$ cat src/rtl/rtc_timekeeper_if.sv
// Bus bundle between the RTC timekeeper and its controller/display side.
// The master drives run/load/adjust controls; the slave returns the registered time.
interface rtc_timekeeper_if;
  logic       en;
  logic       load;
  logic [4:0] set_hour;
  logic [5:0] set_min;
  logic [5:0] set_sec;
  logic       inc_min;
  logic       inc_hour;
  logic [5:0] sec;
  logic [5:0] min;
  logic [4:0] hour;
  logic       tick_1hz;
  logic       set_err;

  modport master (
    output en, load, set_hour, set_min, set_sec, inc_min, inc_hour,
    input  sec, min, hour, tick_1hz, set_err
  );

  modport slave (
    input  en, load, set_hour, set_min, set_sec, inc_min, inc_hour,
    output sec, min, hour, tick_1hz, set_err
  );
endinterface

$ cat src/rtl/rtc_timekeeper.sv
// 24-hour real-time clock: 1 Hz prescaler, HH:MM:SS counters, validated load
// and minute/hour adjust buttons. All outputs are registered.
module rtc_timekeeper #(
  parameter int TICK_DIV = 100_000_000
) (
  input logic            clk,
  input logic            rst,
  rtc_timekeeper_if.slave bus
);

  localparam int            PW       = (TICK_DIV > 2) ? $clog2(TICK_DIV) : 1;
  localparam logic [PW-1:0] PRES_MAX = PW'(TICK_DIV - 1);

  logic [PW-1:0] pres;
  logic [5:0]    sec_q;
  logic [5:0]    min_q;
  logic [4:0]    hour_q;
  logic          tick_q;
  logic          err_q;
  logic          pending;
  logic          inc_min_q;
  logic          inc_hour_q;

  logic raw_tick;
  logic set_legal;
  logic load_ok;
  logic edge_min;
  logic edge_hour;

  always_comb begin
    raw_tick  = bus.en && (pres == PRES_MAX);
    set_legal = (bus.set_hour < 5'd24) && (bus.set_min < 6'd60) && (bus.set_sec < 6'd60);
    load_ok   = bus.load && set_legal;
    edge_min  = bus.inc_min  && !inc_min_q;
    edge_hour = bus.inc_hour && !inc_hour_q;
  end

  always_ff @(posedge clk) begin
    if (rst) begin
      pres       <= '0;
      sec_q      <= '0;
      min_q      <= '0;
      hour_q     <= '0;
      tick_q     <= 1'b0;
      err_q      <= 1'b0;
      pending    <= 1'b0;
      inc_min_q  <= 1'b0;
      inc_hour_q <= 1'b0;
    end else begin
      tick_q     <= 1'b0;
      err_q      <= bus.load && !set_legal;
      inc_min_q  <= bus.inc_min;
      inc_hour_q <= bus.inc_hour;

      if (load_ok) begin
        // A raw tick in this cycle is intentionally dropped: the loaded time
        // defines a fresh second boundary.
        hour_q  <= bus.set_hour;
        min_q   <= bus.set_min;
        sec_q   <= bus.set_sec;
        pres    <= '0;
        pending <= 1'b0;
      end else begin
        if (bus.en)
          pres <= (pres == PRES_MAX) ? '0 : pres + 1'b1;

        if (edge_min || edge_hour) begin
          if (edge_min)
            min_q <= (min_q == 6'd59) ? 6'd0 : min_q + 6'd1;
          if (edge_hour)
            hour_q <= (hour_q == 5'd23) ? 5'd0 : hour_q + 5'd1;
          // Defer the second so it is not lost under the adjust.
          if (raw_tick)
            pending <= 1'b1;
        end else if (raw_tick || pending) begin
          pending <= 1'b0;
          tick_q  <= 1'b1;
          if (sec_q == 6'd59) begin
            sec_q <= 6'd0;
            if (min_q == 6'd59) begin
              min_q  <= 6'd0;
              hour_q <= (hour_q == 5'd23) ? 5'd0 : hour_q + 5'd1;
            end else begin
              min_q <= min_q + 6'd1;
            end
          end else begin
            sec_q <= sec_q + 6'd1;
          end
        end
      end
    end
  end

  assign bus.sec      = sec_q;
  assign bus.min      = min_q;
  assign bus.hour     = hour_q;
  assign bus.tick_1hz = tick_q;
  assign bus.set_err  = err_q;

endmodule

$ cat src/flat_wrapper.sv
// flat-port wrapper written by rule: the top's interface ports become plain ports
module rtc_timekeeper_flat 
#(
  parameter int TICK_DIV = 100_000_000
)
  (clk, rst, bus_en, bus_load, bus_set_hour, bus_set_min, bus_set_sec, bus_inc_min, bus_inc_hour, bus_sec, bus_min, bus_hour, bus_tick_1hz, bus_set_err);
  rtc_timekeeper_if bus_i ();
  input logic clk;
  input logic rst;
  input wire logic [$bits(bus_i.en)-1:0] bus_en;
  input wire logic [$bits(bus_i.load)-1:0] bus_load;
  input wire logic [$bits(bus_i.set_hour)-1:0] bus_set_hour;
  input wire logic [$bits(bus_i.set_min)-1:0] bus_set_min;
  input wire logic [$bits(bus_i.set_sec)-1:0] bus_set_sec;
  input wire logic [$bits(bus_i.inc_min)-1:0] bus_inc_min;
  input wire logic [$bits(bus_i.inc_hour)-1:0] bus_inc_hour;
  output wire logic [$bits(bus_i.sec)-1:0] bus_sec;
  output wire logic [$bits(bus_i.min)-1:0] bus_min;
  output wire logic [$bits(bus_i.hour)-1:0] bus_hour;
  output wire logic [$bits(bus_i.tick_1hz)-1:0] bus_tick_1hz;
  output wire logic [$bits(bus_i.set_err)-1:0] bus_set_err;
  assign bus_i.en = bus_en;
  assign bus_i.load = bus_load;
  assign bus_i.set_hour = bus_set_hour;
  assign bus_i.set_min = bus_set_min;
  assign bus_i.set_sec = bus_set_sec;
  assign bus_i.inc_min = bus_inc_min;
  assign bus_i.inc_hour = bus_inc_hour;
  assign bus_sec = bus_i.sec;
  assign bus_min = bus_i.min;
  assign bus_hour = bus_i.hour;
  assign bus_tick_1hz = bus_i.tick_1hz;
  assign bus_set_err = bus_i.set_err;
  rtc_timekeeper #(.TICK_DIV(TICK_DIV)) u_core (.clk(clk), .rst(rst), .bus(bus_i));
endmodule
$ cat config.mk
export PLATFORM = sky130hd
export DESIGN_NAME = rtc_timekeeper_flat
export DESIGN_NICKNAME = d
export VERILOG_FILES = /design/src/rtl/rtc_timekeeper_if.sv /design/src/rtl/rtc_timekeeper.sv /design/src/flat_wrapper.sv
export SDC_FILE = /design/constraint.sdc
export NUM_CORES = 1
export LEC_CHECK = 0
export ABC_CLOCK_PERIOD_IN_PS = 3100
export BUFFER_PORTS_ARGS = -buffer_cell sky130_fd_sc_hd__buf_2
export CAP_MARGIN = 5
export CORE_ASPECT_RATIO = 1.25
export CORE_MARGIN = 2
export CORE_UTILIZATION = 40
export CTS_BUF_LIST = sky130_fd_sc_hd__clkbuf_16
export DETAILED_ROUTE_END_ITERATION = 12
export PLACE_DENSITY = 0.66
export RECOVER_POWER = 50
export SLEW_MARGIN = 20
export SYNTH_ARGS = -nofsm -noshare
export SYNTH_HDL_FRONTEND = slang
export SYNTH_SLANG_ARGS = --single-unit
$ cat constraint.sdc
create_clock -name clk -period 3.1 [get_ports clk]
set_input_delay 0.62 -clock clk [delete_from_list [all_inputs] [get_ports clk]]
set_output_delay 0.62 -clock clk [all_outputs]
set_load 0.01 [all_outputs]
## Word-level counts from Yosys, hierarchy flattened

Cells that the tools add are included.

| cells by class | value |
|---|---|
| add/subtract/negate cells | 4 |
| mux-type cells | 22 |
| order comparisons | 3 |
| reduce and logical (&&, ||, !) cells | 23 |
| equal/unequal tests | 8 |

Operator list:

| operator | number |
|---|---|
| $mux 6 | 10 |
| $mux 5 | 7 |
| $add 27x1->27 const B | 1 |
| $eq 27x27->1 const B | 1 |
| $mux 27 | 1 |
| $add 6x1->6 const B | 2 |
| $eq 6x6->1 const B | 2 |
| $lt 6x6->1 const B | 2 |
| $reduce_bool 3->1 | 3 |
| $logic_and 1x1->1 | 7 |
| $ne 3x1->1 const B | 2 |
| $add 5x1->5 const B | 1 |
| $eq 5x5->1 const B | 1 |
| $lt 5x5->1 const B | 1 |
| $mux 1 | 4 |
| $ne 2x1->1 const B | 2 |
| $reduce_and 2->1 | 2 |
| $reduce_and 4->1 | 1 |
| $reduce_bool 2->1 | 2 |
| $logic_not 1->1 | 3 |
| $reduce_and 3->1 | 1 |
| $reduce_or 3->1 | 1 |
| $logic_or 1x1->1 | 2 |
| $reduce_or 2->1 | 1 |

| word-level totals | value |
|---|---|
| register bits after elaboration | 49 |
| bits of input ports | 23 |
| output and inout port bits | 19 |

## Logic depth before layout (Yosys ltp)

Gate-level depths: netlist of the first run.

| logic depth | value |
|---|---|
| depth in word-level cells | 7 |
| gate-level depth with buffers | 8 |

## Worst setup path after synthesis of the first run

Ideal clock, no wire load.

| timing path | value |
|---|---|
| path kind | reg2reg |
| from | register u_core.pres[12] |
| to | register u_core.sec_q[5], in the netlist u_core.bus.sec[5] |
| buffers on the path | 1 |
| path slack | 0.758 ns |
| library setup time | 0.074 ns |
| clock period less this slack | 2.342 ns |
| stages on the path, launching flop included | 8 |
| data arrival time | 2.268 ns |
| cell sequence | dfxtp_1 or4_4 nor4_4 a31oi_4 nand2b_4 buf_6 or4_1 a31oi_1 |

| between the ends | value |
|---|---|
| word-level cells in the longest chain between the ends | 5 |

RTL lines:

| what | RTL line | source |
|---|---|---|
| from (decl) | rtc_timekeeper.sv:14 | `logic [PW-1:0] pres;` |
| from (signal assigned) | rtc_timekeeper.sv:65 | `pres <= (pres == PRES_MAX) ? '0 : pres + 1'b1;` |
| $eq 27x27->1 | rtc_timekeeper.sv:31 | `raw_tick = bus.en && (pres == PRES_MAX);` |
| $logic_and 1x1->1 | rtc_timekeeper.sv:31 |  |
| $logic_or 1x1->1 | rtc_timekeeper.sv:75 | `end else if (raw_tick \|\| pending) begin` |
| $reduce_bool 2->1 (no line) | - |  |
| $reduce_and 2->1 (no line) | - |  |
| to (signal assigned) | rtc_timekeeper.sv:60 | `sec_q <= bus.set_sec;` |
| to (signal assigned) | rtc_timekeeper.sv:87 | `sec_q <= sec_q + 6'd1;` |
| to (decl) | rtc_timekeeper.sv:15 | `logic [5:0] sec_q;` |

No other way between the ends.
A chain may end at the register's enable or synchronous reset.

## Worst setup path in the final report of the first run

| timing path | value |
|---|---|
| from | register u_core.pres[17] |
| to | register u_core.hour_q[3], in the netlist u_core.bus.hour[3] |

| between the ends | value |
|---|---|
| word-level cells in the longest chain between the ends | 5 |

RTL lines:

| what | RTL line | source |
|---|---|---|
| $eq 27x27->1 | rtc_timekeeper.sv:31 |  |
| $logic_and 1x1->1 | rtc_timekeeper.sv:31 |  |
| $logic_or 1x1->1 | rtc_timekeeper.sv:75 |  |
| $reduce_bool 3->1 (no line) | - |  |
| $reduce_and 4->1 (no line) | - |  |
| to (signal assigned) | rtc_timekeeper.sv:58 | `hour_q <= bus.set_hour;` |
| to (signal assigned) | rtc_timekeeper.sv:71 | `hour_q <= (hour_q == 5'd23) ? 5'd0 : hour_q + 5'd1;` |
| to (signal assigned) | rtc_timekeeper.sv:82 | `hour_q <= (hour_q == 5'd23) ? 5'd0 : hour_q + 5'd1;` |
| to (decl) | rtc_timekeeper.sv:17 | `logic [4:0] hour_q;` |

No other way between the ends.

==> results of run 1 <==
## worst max-delay path, stage by stage (launching register included)
cell and delay [ns]:
dfxtp_1 0.34, or4_1 0.56, nor4_4 0.39, a31oi_4 0.22, o211ai_1 0.50, mux2i_1 0.27
a211oi_1 0.07
## registers in the layout (all words and copies together) (netlist names)
register / count
u_core.inc_min_q: 1
u_core.bus.min: 6
u_core.bus.hour: 5
u_core.pres: 27
u_core.bus.sec: 6
u_core.inc_hour_q: 1
u_core.bus.tick_1hz: 1
u_core.bus.set_err: 1
u_core.pending: 1
## worst paths after layout
path                                                   start                         endpoint  cells after the start
worst max-delay path            u_core.pres[17]$_SDFFE_PP0P_  u_core.bus.hour[3]$_SDFFE_PP0P_                      6
worst max register to register  u_core.pres[17]$_SDFFE_PP0P_  u_core.bus.hour[3]$_SDFFE_PP0P_                      6
worst min-delay path            u_core.pres[26]$_SDFFE_PP0P_     u_core.pres[26]$_SDFFE_PP0P_                      2
worst min register to register  u_core.pres[26]$_SDFFE_PP0P_     u_core.pres[26]$_SDFFE_PP0P_                      2
## kinds of logic after synthesis
family	after synthesis	synth area share, %
AND/OR/NAND/NOR	154	31.3
AO/OA/AOI/OAI	50	14.0
flip-flops	49	39.1
XOR/XNOR	25	8.74
buffers and inverters	17	2.85
multiplexers	5	2.00
adder cells (fa/ha/maj)	4	2.00
## power by group through the flow
stage	Combinational (W)	Clock (W)	Sequential (W)
final	0.000153	0.000598	0.000682
after global routing	0.000172	0.000639	0.000687
after CTS	0.000159	0.000610	0.000681
after detailed placement	0.000158	0	0.000695
after global placement	0.000156	0	0.000695
after floorplan	0.0000937	0	0.000697
## metal layers
metal	vias up	GRT usage [%]	routed length [µm]
met3	5	3.92	202
met1	1022	20.1	2550
met2	44	28.2	2630
li1	1161	-	-
met5	-	0	0
met4	0	5.21	72
## per-stage QoR
stage          hold slack (ns)  setup slack, ns  util [%]
2_1_floorplan            0.459            0.758         -
3_3_place_gp             0.488            0.649      45.8
3_5_place_dp             0.493            0.569      45.8
4_1_cts                  0.504            0.642      48.4
5_1_grt                  0.545            0.396      47.9
6_report                 0.501            0.591      47.9
## final cells by class
cell class | instances | area, µm²
clock buffer | 5 | 125
clock inverter | 2 | 35.0
fill | 620 | 3190
inverter | 3 | 11.3
multi-input combinational | 238 | 1450
sequential | 49 | 981
tap | 85 | 106
timing repair buffer | 47 | 225
## placed cells by master, fill, tap and decap left out, types with 6 or more instances in the layout
| cell type | Yosys | routed |
|---|---|---|
| buf_2 | 0 | 21 |
| or3_1 | 8 | 8 |
| xnor2_1 | 10 | 10 |
| xor2_1 | 15 | 15 |
| buf_4 | 0 | 6 |
| nor3_1 | 9 | 9 |
| a311oi_1 | 6 | 6 |
| nand3_1 | 13 | 13 |
| dfxtp_1 | 49 | 49 |
| and3_1 | 6 | 6 |
| o21ai_0 | 10 | 10 |
| clkbuf_1 | 13 | 20 |
| nor2_1 | 50 | 50 |
| nand2_1 | 30 | 30 |
| a21oi_1 | 11 | 11 |
| nand4_1 | 12 | 12 |
==> flow_summary_export.csv, run 1 <==
group,metric,value,unit
sta,period_share,80.9,%
power,seq_power_share,47.6,%
worst_setup_path,start_kind,"flop",
clock_network,clock_latency,0.29,ns
global_routing,grt_pass1_wl,9080,µm
clock_network,clk_pin_slew_worst_paths,0.07,ns
clock_network,cts_setup_buffers,0,
worst_setup_path,arrival,2.63,ns
power,power_switching,0.000342,W
synth,yosysSeqAreaShare,39.1,%
layout,drive_gt1_share,11.9,%
sta,hold_viol,0,
global_routing,first_global_vias,2079,
clock_network,cts_hold_buf,0,
synth,synthDistinctLibCells,43,
floorplanning,dieArea,6920,µm²
synth,synthArstFlopShare,0,%
global_routing,grt_usage,16.5,%
sta,fin_crit,2.51,ns
synth,synth_ff_type,"dfxtp_1",
worst_setup_path,crit_type,"flop to flop",
placement,placed_cell_area,2800,µm²
routing,viasPerCell,5.20,
worst_hold_path,hp-class,"flop to flop",
synth,ys_top_cells_by_area,"dfxtp_1 (39%), nor2_1 (7.5%), xor2_1 (5.2%)",
synth,syn_avg_cell_area,8.24,µm²
clock_network,cts_tree,"yes",
clock_network,clkSinkCount,49,
routing,ant_nets,0,
synth,yosys_warnings,0,
routing,firstDrtPassIters,4,
power,p_clk_share,41.7,%
sta,rsz0062_at_grt,"no",
sta,max_slew_margin,26.5,%
routing,wl,5450,µm
synth,synthMostInstantiatedCell,"nor2_1",
synth,syn-num-nets,331,
power,p_int,0.00109,W
layout,nNetsFinal,371,
clock_network,cts-root-buf,"clkbuf_16",
global_routing,antenna_found_initial,0,
clock_network,cts_buffers,5,
floorplanning,die_w,74.8,µm
synth,syn_area,2510,µm²
layout,area_growth,17.1,%
floorplanning,pin_count,42,
placement,gp_congestion,0.798,
floorplanning,core_area,6130,µm²
power,power.total,0.00143,W
routing,drt-initial-drc-count,111,
sta,setup_viol,0,
worst_setup_path,required,3.22,ns
power,combPwrFrac,10.6,%
worst_setup_path,r2r_setup_slack,0.59,ns
placement,hpwl,3900,µm
clock_network,htree_levels,2,
sta,fmax,0.399,GHz
global_routing,globalRouteOverflowTotal,0,
routing,drc,0,
routing,via_count,2232,
clock_network,post_cts_resized,0,
job,max_cap_violations,0,
sta,worst_pin_slew,1.10,ns
layout,final_area,2930,µm²
sta,tns,0,ns
routing,wire_per_inst,12.7,µm
layout,fin_cells,429,
synth,netlist_instances,304,
floorplanning,initial_core_util,40.9,%
floorplanning,rows,32,
worst_setup_path,end_kind,"flop",
synth,synth_top_area_share,39.1,%
clock_network,clockBufferDepth,2,
power,max-vdd-ir-drop,0.000276,V
synth,synthTopCellsByCount,"nor2_1 (50), dfxtp_1 (49), nand2_1 (30)",
synth,ys_ff_latch,49,
sta,report.final.slew_viol_count,0,
placement,dp.cells,422,
power,p_per_area,488,nW/µm²
layout,antenna_cells,0,
floorplanning,die_h,92.5,µm
synth,yosysTopAreaCell,"dfxtp_1",
synth,synth-edff-count,0,
power,power.leakage,1.04,nW
placement,port_buffers,41,
sta,fin_worst_skew,0.00774,ns
power,switching_share,23.9,%
worst_setup_path,crit_fanout,10,
run_status,status,"finished, final reports clean",
global_routing,grt_max_degree,26,
Note: power is estimated with default switching activity, not from simulation.
==> run 2, diff against run 1 <==
--- a/config.mk
+++ b/config.mk
@@ -5,7 +5,7 @@
 export SDC_FILE = /design/constraint.sdc
 export NUM_CORES = 1
 export LEC_CHECK = 0
-export ABC_CLOCK_PERIOD_IN_PS = 3100
+export ABC_CLOCK_PERIOD_IN_PS = 2140
 export BUFFER_PORTS_ARGS = -buffer_cell sky130_fd_sc_hd__buf_2
 export CAP_MARGIN = 5
 export CORE_ASPECT_RATIO = 1.25
@@ -13,7 +13,7 @@
 export CORE_UTILIZATION = 40
 export CTS_BUF_LIST = sky130_fd_sc_hd__clkbuf_16
 export DETAILED_ROUTE_END_ITERATION = 12
-export PLACE_DENSITY = 0.66
+export PLACE_DENSITY = 0.68
 export RECOVER_POWER = 50
 export SLEW_MARGIN = 20
 export SYNTH_ARGS = -nofsm -noshare
==> constraint.sdc (replaced) <==
create_clock -name clk -period 2.14 [get_ports clk]
set_input_delay 0.428 -clock clk [delete_from_list [all_inputs] [get_ports clk]]
set_output_delay 0.428 -clock clk [all_outputs]
set_load 0.01 [all_outputs]
==> run 2 against run 1 <==
Effect of this change: the flow now finishes with violations (setup timing); clock skew shrank 0.0039 ns; first-iteration DRC count is 29% lower; sequential share of layout area is 2.3 points lower; flip-flop and latch count stayed put; final area increased by 7.7%; fmax increased by 16%; critical path depth did not move; combinational power grew 69%; die area unchanged; wire length up 11%; sequential power increased by 44%; critical path type unchanged; largest power group unchanged; highest routed layer unchanged.
==> flow_summary_export.csv, run 2 (synthesized netlist as in run 1, its figures left out) <==
group,metric,value,unit
placement,dp_slack,-0.00243,ns
run_status,violations,"setup timing",
sta,worst_pin_slew,0.499,ns
clock_network,clock_latency,0.29,ns
routing,ant_nets,0,
global_routing,grt_max_degree,27,
layout,top_register,"u_core.pres",
placement,hpwl,4380,µm
clock_network,clk_pin_slew_worst_paths,0.06,ns
global_routing,grt_pass1_wl,9640,µm
sta,report.final.slew_viol_count,0,
sta,tns,-0.0181,ns
floorplanning,initial_core_util,40.9,%
clock_network,cts_buffers,5,
sta,fin_worst_skew,0.00380,ns
clock_network,cts-root-buf,"clkbuf_16",
layout,layout_common_cells,"nor2_1 (50), dfxtp_1 (47), buf_2 (41), nand2_1 (30), buf_4 (28)",
floorplanning,die_w,74.8,µm
clock_network,htree_levels,2,
layout,antenna_cells,0,
worst_setup_path,start_kind,"flop",
run_status,status,"finished with violations",
routing,wire_per_inst,13.3,µm
clock_network,clkSinkCount,49,
power,max-vdd-ir-drop,0.000362,V
worst_setup_path,reg2reg_depth,6,
worst_setup_path,end_kind,"flop",
sta,fin_crit,2.16,ns
routing,via_count,2380,
floorplanning,core_area,6130,µm²
global_routing,first_global_vias,2146,
routing,viasPerCell,5.25,
layout,final_common_cell,"nor2_1",
power,power.total,0.00200,W
floorplanning,pin_count,42,
global_routing,grt_usage,17.7,%
worst_hold_path,hold_depth,3,
sta,fmax,0.464,GHz
global_routing,globalRouteOverflowTotal,0,
routing,wl,6040,µm
layout,drive_gt1_share,25.0,%
worst_setup_path,required,2.33,ns
global_routing,antenna_found_initial,0,
routing,firstDrtPassIters,4,
placement,gp_congestion,0.815,
floorplanning,die_h,92.5,µm
power,power.leakage,1.22,nW
sta,period_share,101,%
placement,port_buffers,41,
worst_setup_path,r2r_setup_slack,-0.02,ns
layout,area_growth,26.1,%
layout,fill_cells,584,
routing,drc,0,
job,max_cap_violations,0,
layout,fin_util,51.6,%
sta,hold_viol,0,
routing,drt-initial-drc-count,79,
layout,largest_reg_flops,27,
worst_hold_path,hp-class,"input port to flop",
sta,setup_viol,2,
worst_setup_path,crit_type,"flop to flop",
sta,max_slew_margin,66.8,%
sta,rsz0062_at_grt,"yes",
sta,fin_ws,-0.0153,ns
floorplanning,dieArea,6920,µm²
floorplanning,rows,32,
clock_network,clockBufferDepth,2,
power,p_per_area,631,nW/µm²
clock_network,cts_tree,"yes",
worst_setup_path,arrival,2.35,ns
layout,nNetsFinal,394,
worst_setup_path,crit_fanout,7,
[run 2: repair_timing]
item,CTS,global route
gates resized for setup,1,5
setup buffers,0,4
hold buffers,0,0
setup endpoints to repair,1,12
pin swaps,0,1
[run 2: area by class of cell]
type / instances / area, µm² / area share [%]
Sequential cell: 49 / 983 / 31.1
Clock buffer: 5 / 125 / 3.96
Inverter: 3 / 11.3 / 0.356
Multi-Input combinational cell: 238 / 1490 / 47.0
Clock inverter: 3 / 12.5 / 0.396
Tap cell: 85 / 106 / 3.37
Timing Repair Buffer: 70 / 435 / 13.8
[run 2: final timing paths]
kind / from / to
max: u_core.pres[19]$_SDFFE_PP0P_ / u_core.bus.sec[0]$_SDFFE_PP0P_
min: bus_load / u_core.bus.set_err$_SDFF_PP0_
max reg2reg: u_core.pres[19]$_SDFFE_PP0P_ / u_core.bus.sec[0]$_SDFFE_PP0P_
min reg2reg: u_core.pres[19]$_SDFFE_PP0P_ / u_core.pres[19]$_SDFFE_PP0P_
[run 2: through the flow]
stage | hold WS [ns] | cell area (µm²) | instances
floorplan | 0.459 | 2510 | 304
global placement | 0.472 | 2960 | 441
detailed placement | 0.487 | 2960 | 441
CTS | 0.369 | 3100 | 449
global route | 0.368 | 3160 | 453
finish | 0.369 | 3160 | 453
[run 2: report_power, final]
group | total [W] | internal (W) | switching, W
Clock | 0.000753 | 0.000423 | 0.000330
Combinational | 0.000258 | 0.000119 | 0.000139
Sequential | 0.000984 | 0.000945 | 0.0000394
[run 2: metal layers]
metal | global-route usage [%] | share of wire, %
met2 | 31.3 | 51
met3 | 3.70 | 2.8
met1 | 20.9 | 44
met5 | 0 | 0
met4 | 5.36 | 1.7
[run 2: critical path: stages (launching register included)]
cell and delay [ns]:
dfxtp_2 0.33, or4_4 0.54, nor4_4 0.22, a31oi_4 0.17, nand2b_4 0.20, or3_1 0.33, a311oi_2 0.27
==> run 3, diff against run 2 <==
--- a/config.mk
+++ b/config.mk
@@ -7,8 +7,7 @@
 export LEC_CHECK = 0
 export ABC_CLOCK_PERIOD_IN_PS = 2140
 export BUFFER_PORTS_ARGS = -buffer_cell sky130_fd_sc_hd__buf_2
-export CAP_MARGIN = 5
-export CORE_ASPECT_RATIO = 1.25
+export CAP_MARGIN = 20
 export CORE_MARGIN = 2
 export CORE_UTILIZATION = 40
 export CTS_BUF_LIST = sky130_fd_sc_hd__clkbuf_16
==> run 3 against run 2 <==
Effect of this change: the flow now finishes without violations; sequential power is essentially flat; clock power grew 15%; non-clock buffer count shrank 3; setup slack gained 0.045 ns; sequential share of layout area grew 0.24 points; final cell count shrank 3.1%; register-to-register slack gained 0.05 ns; critical path depth is the same; critical endpoint is now u_core.bus.sec[3]$_SDFFE_PP0P_; largest power group unchanged; highest routed layer unchanged.
==> flow_summary_export.csv, run 3 (synthesized netlist as in run 1, its figures left out) <==
group,metric,value,unit
clock_network,cts_hold_buf,0,
worst_setup_path,start_kind,"flop",
routing,wl,5940,µm
global_routing,grt_usage,17.0,%
worst_setup_path,crit_fanout,6,
worst_setup_path,r2r_start,"u_core.pres[19]$_SDFFE_PP0P_",
floorplanning,dieArea,6910,µm²
sta,rsz0062_at_grt,"yes",
routing,viasPerCell,5.32,
worst_setup_path,startpoint,"u_core.pres[19]$_SDFFE_PP0P_",
routing,ant_nets,0,
power,p_per_area,672,nW/µm²
global_routing,grt_pass1_wl,9830,µm
floorplanning,core_area,5990,µm²
routing,drc,0,
job,max_cap_violations,0,
worst_setup_path,worstPathCellList,"or4_4 > nor4_4 > a31oi_4 > nand2b_4 > or3b_1 > a311oi_1",
layout,nNetsFinal,391,
global_routing,antenna_found_initial,0,
layout,final_area,3140,µm²
power,seq_power_share,46.7,%
power,max-vdd-ir-drop,0.000457,V
power,power_switching,0.000506,W
sta,max_slew_margin,55.4,%
clock_network,htree_levels,2,
floorplanning,initial_core_util,41.8,%
clock_network,cts-root-buf,"clkbuf_16",
sta,fin_crit,2.11,ns
layout,drive_gt1_share,19.5,%
sta,fmax,0.474,GHz
routing,via_count,2336,
clock_network,clk_pin_slew_worst_paths,0.06,ns
worst_setup_path,arrival,2.31,ns
global_routing,globalRouteOverflowTotal,0,
power,p_clk_share,41.2,%
run_status,status,"finished, final reports clean",
placement,port_buffers,41,
clock_network,clkSinkCount,49,
sta,setup_viol,0,
sta,worst_pin_slew,0.669,ns
layout,fin_util,52.4,%
clock_network,clockBufferDepth,2,
layout,layout_common_cells,"nor2_1 (50), dfxtp_1 (47), nand2_1 (30), buf_2 (23), buf_4 (22)",
global_routing,first_global_vias,2189,
clock_network,cts_tree,"yes",
worst_setup_path,cpMaxStageDelayCell,"or4_4",
clock_network,clock_latency,0.29,ns
placement,placed_cell_area,2960,µm²
layout,top_register,"u_core.pres",
layout,area_growth,25.2,%
routing,drt-initial-drc-count,135,
placement,hpwl,4290,µm
sta,report.final.slew_viol_count,0,
power,combPwrFrac,12.1,%
worst_setup_path,r2r_setup_slack,0.03,ns
routing,firstDrtPassIters,4,
power,power.leakage,1.15,nW
floorplanning,pin_count,42,
clock_network,cts_buffers,5,
floorplanning,rows,28,
sta,tns,0,ns
worst_setup_path,max_stage_delay,0.54,ns
routing,wire_per_inst,13.5,µm
layout,final_common_cell,"nor2_1",
global_routing,grt_max_degree,18,
worst_setup_path,required,2.34,ns
layout,antenna_cells,0,
layout,fill_cells,579,
placement,gp_congestion,0.859,
worst_setup_path,end_kind,"flop",
sta,period_share,98.6,%
worst_hold_path,hold_start,"bus_load",
layout,largest_reg_flops,27,
power,switching_share,24.0,%
sta,hold_viol,0,
sta,fin_worst_skew,0.00475,ns
floorplanning,die_h,83.2,µm
floorplanning,die_w,83.2,µm
worst_setup_path,crit_type,"flop to flop",
worst_hold_path,hp-class,"input port to flop",
power,p_int,0.00160,W
[run 3: cell types whose count changed in the layout (fill, tap and decap cells not counted), moves of 2 or more]
cell / change
clkbuf_1: +19
buf_2: -18
buf_4: -6
clkinv_1: -2
[run 3: path summary, 6_finish.rpt]
check,end,cells after the start
min,u_core.bus.set_err$_SDFF_PP0_,3
min reg2reg,u_core.pres[21]$_SDFFE_PP0P_,2
max reg2reg,u_core.bus.sec[3]$_SDFFE_PP0P_,6
max,u_core.bus.sec[3]$_SDFFE_PP0P_,6
[run 3: timing repair]
item | 4_1_cts | 5_1_grt
endpoints found under the setup margin | 1 | 13
resized for setup | 1 | 6
setup buffers | 0 | 2
pin swaps | 0 | 5
[run 3: area by class of cell]
type                       instances  area [µm²]  area share, %
multi-input combinational        238        1490           47.3
sequential                        49         983           31.4
timing repair buffer              67         403           12.8
clock buffer                       5         125           3.99
tap                               75        93.8           2.99
clock inverter                     2        35.0           1.12
inverter                           3        11.3          0.359
[run 3: per-layer routing]
layer | track usage, % | vias up | wire length (µm)
li1 | - | 1204 | -
met1 | 20.6 | 1072 | 2670
met2 | 29.1 | 54 | 2870
met3 | 5.67 | 6 | 364
met4 | 4.17 | 0 | 40
met5 | 0 | - | 0
[run 3: worst max-delay path: cells and delay by family (launching register included)]
kind | cells | cell delay [ns]
and+or+nand+nor | 4 | 1.29
DFF | 1 | 0.33
AOI/OAI and AO/OA | 2 | 0.39
[run 3: power groups by stage]
stage,clock network (W),logic [W],registers (W)
floorplan,0,0.000136,0.00101
global placement,0,0.000256,0.00100
detailed placement,0,0.000262,0.00100
CTS,0.000898,0.000263,0.000984
global route,0.000939,0.000285,0.000991
finish,0.000868,0.000255,0.000985
[run 3: through the flow]
step | hold slack, ns | power, W | cells | setup slack [ns]
floorplan | 0.459 | 0.00115 | 304 | -0.0311
global placement | 0.482 | 0.00126 | 430 | 0.0579
detailed placement | 0.494 | 0.00127 | 430 | 0.0121
CTS | 0.361 | 0.00214 | 437 | -0.000641
global route | 0.382 | 0.00221 | 439 | -0.0887
finish | 0.368 | 0.00211 | 439 | 0.0299
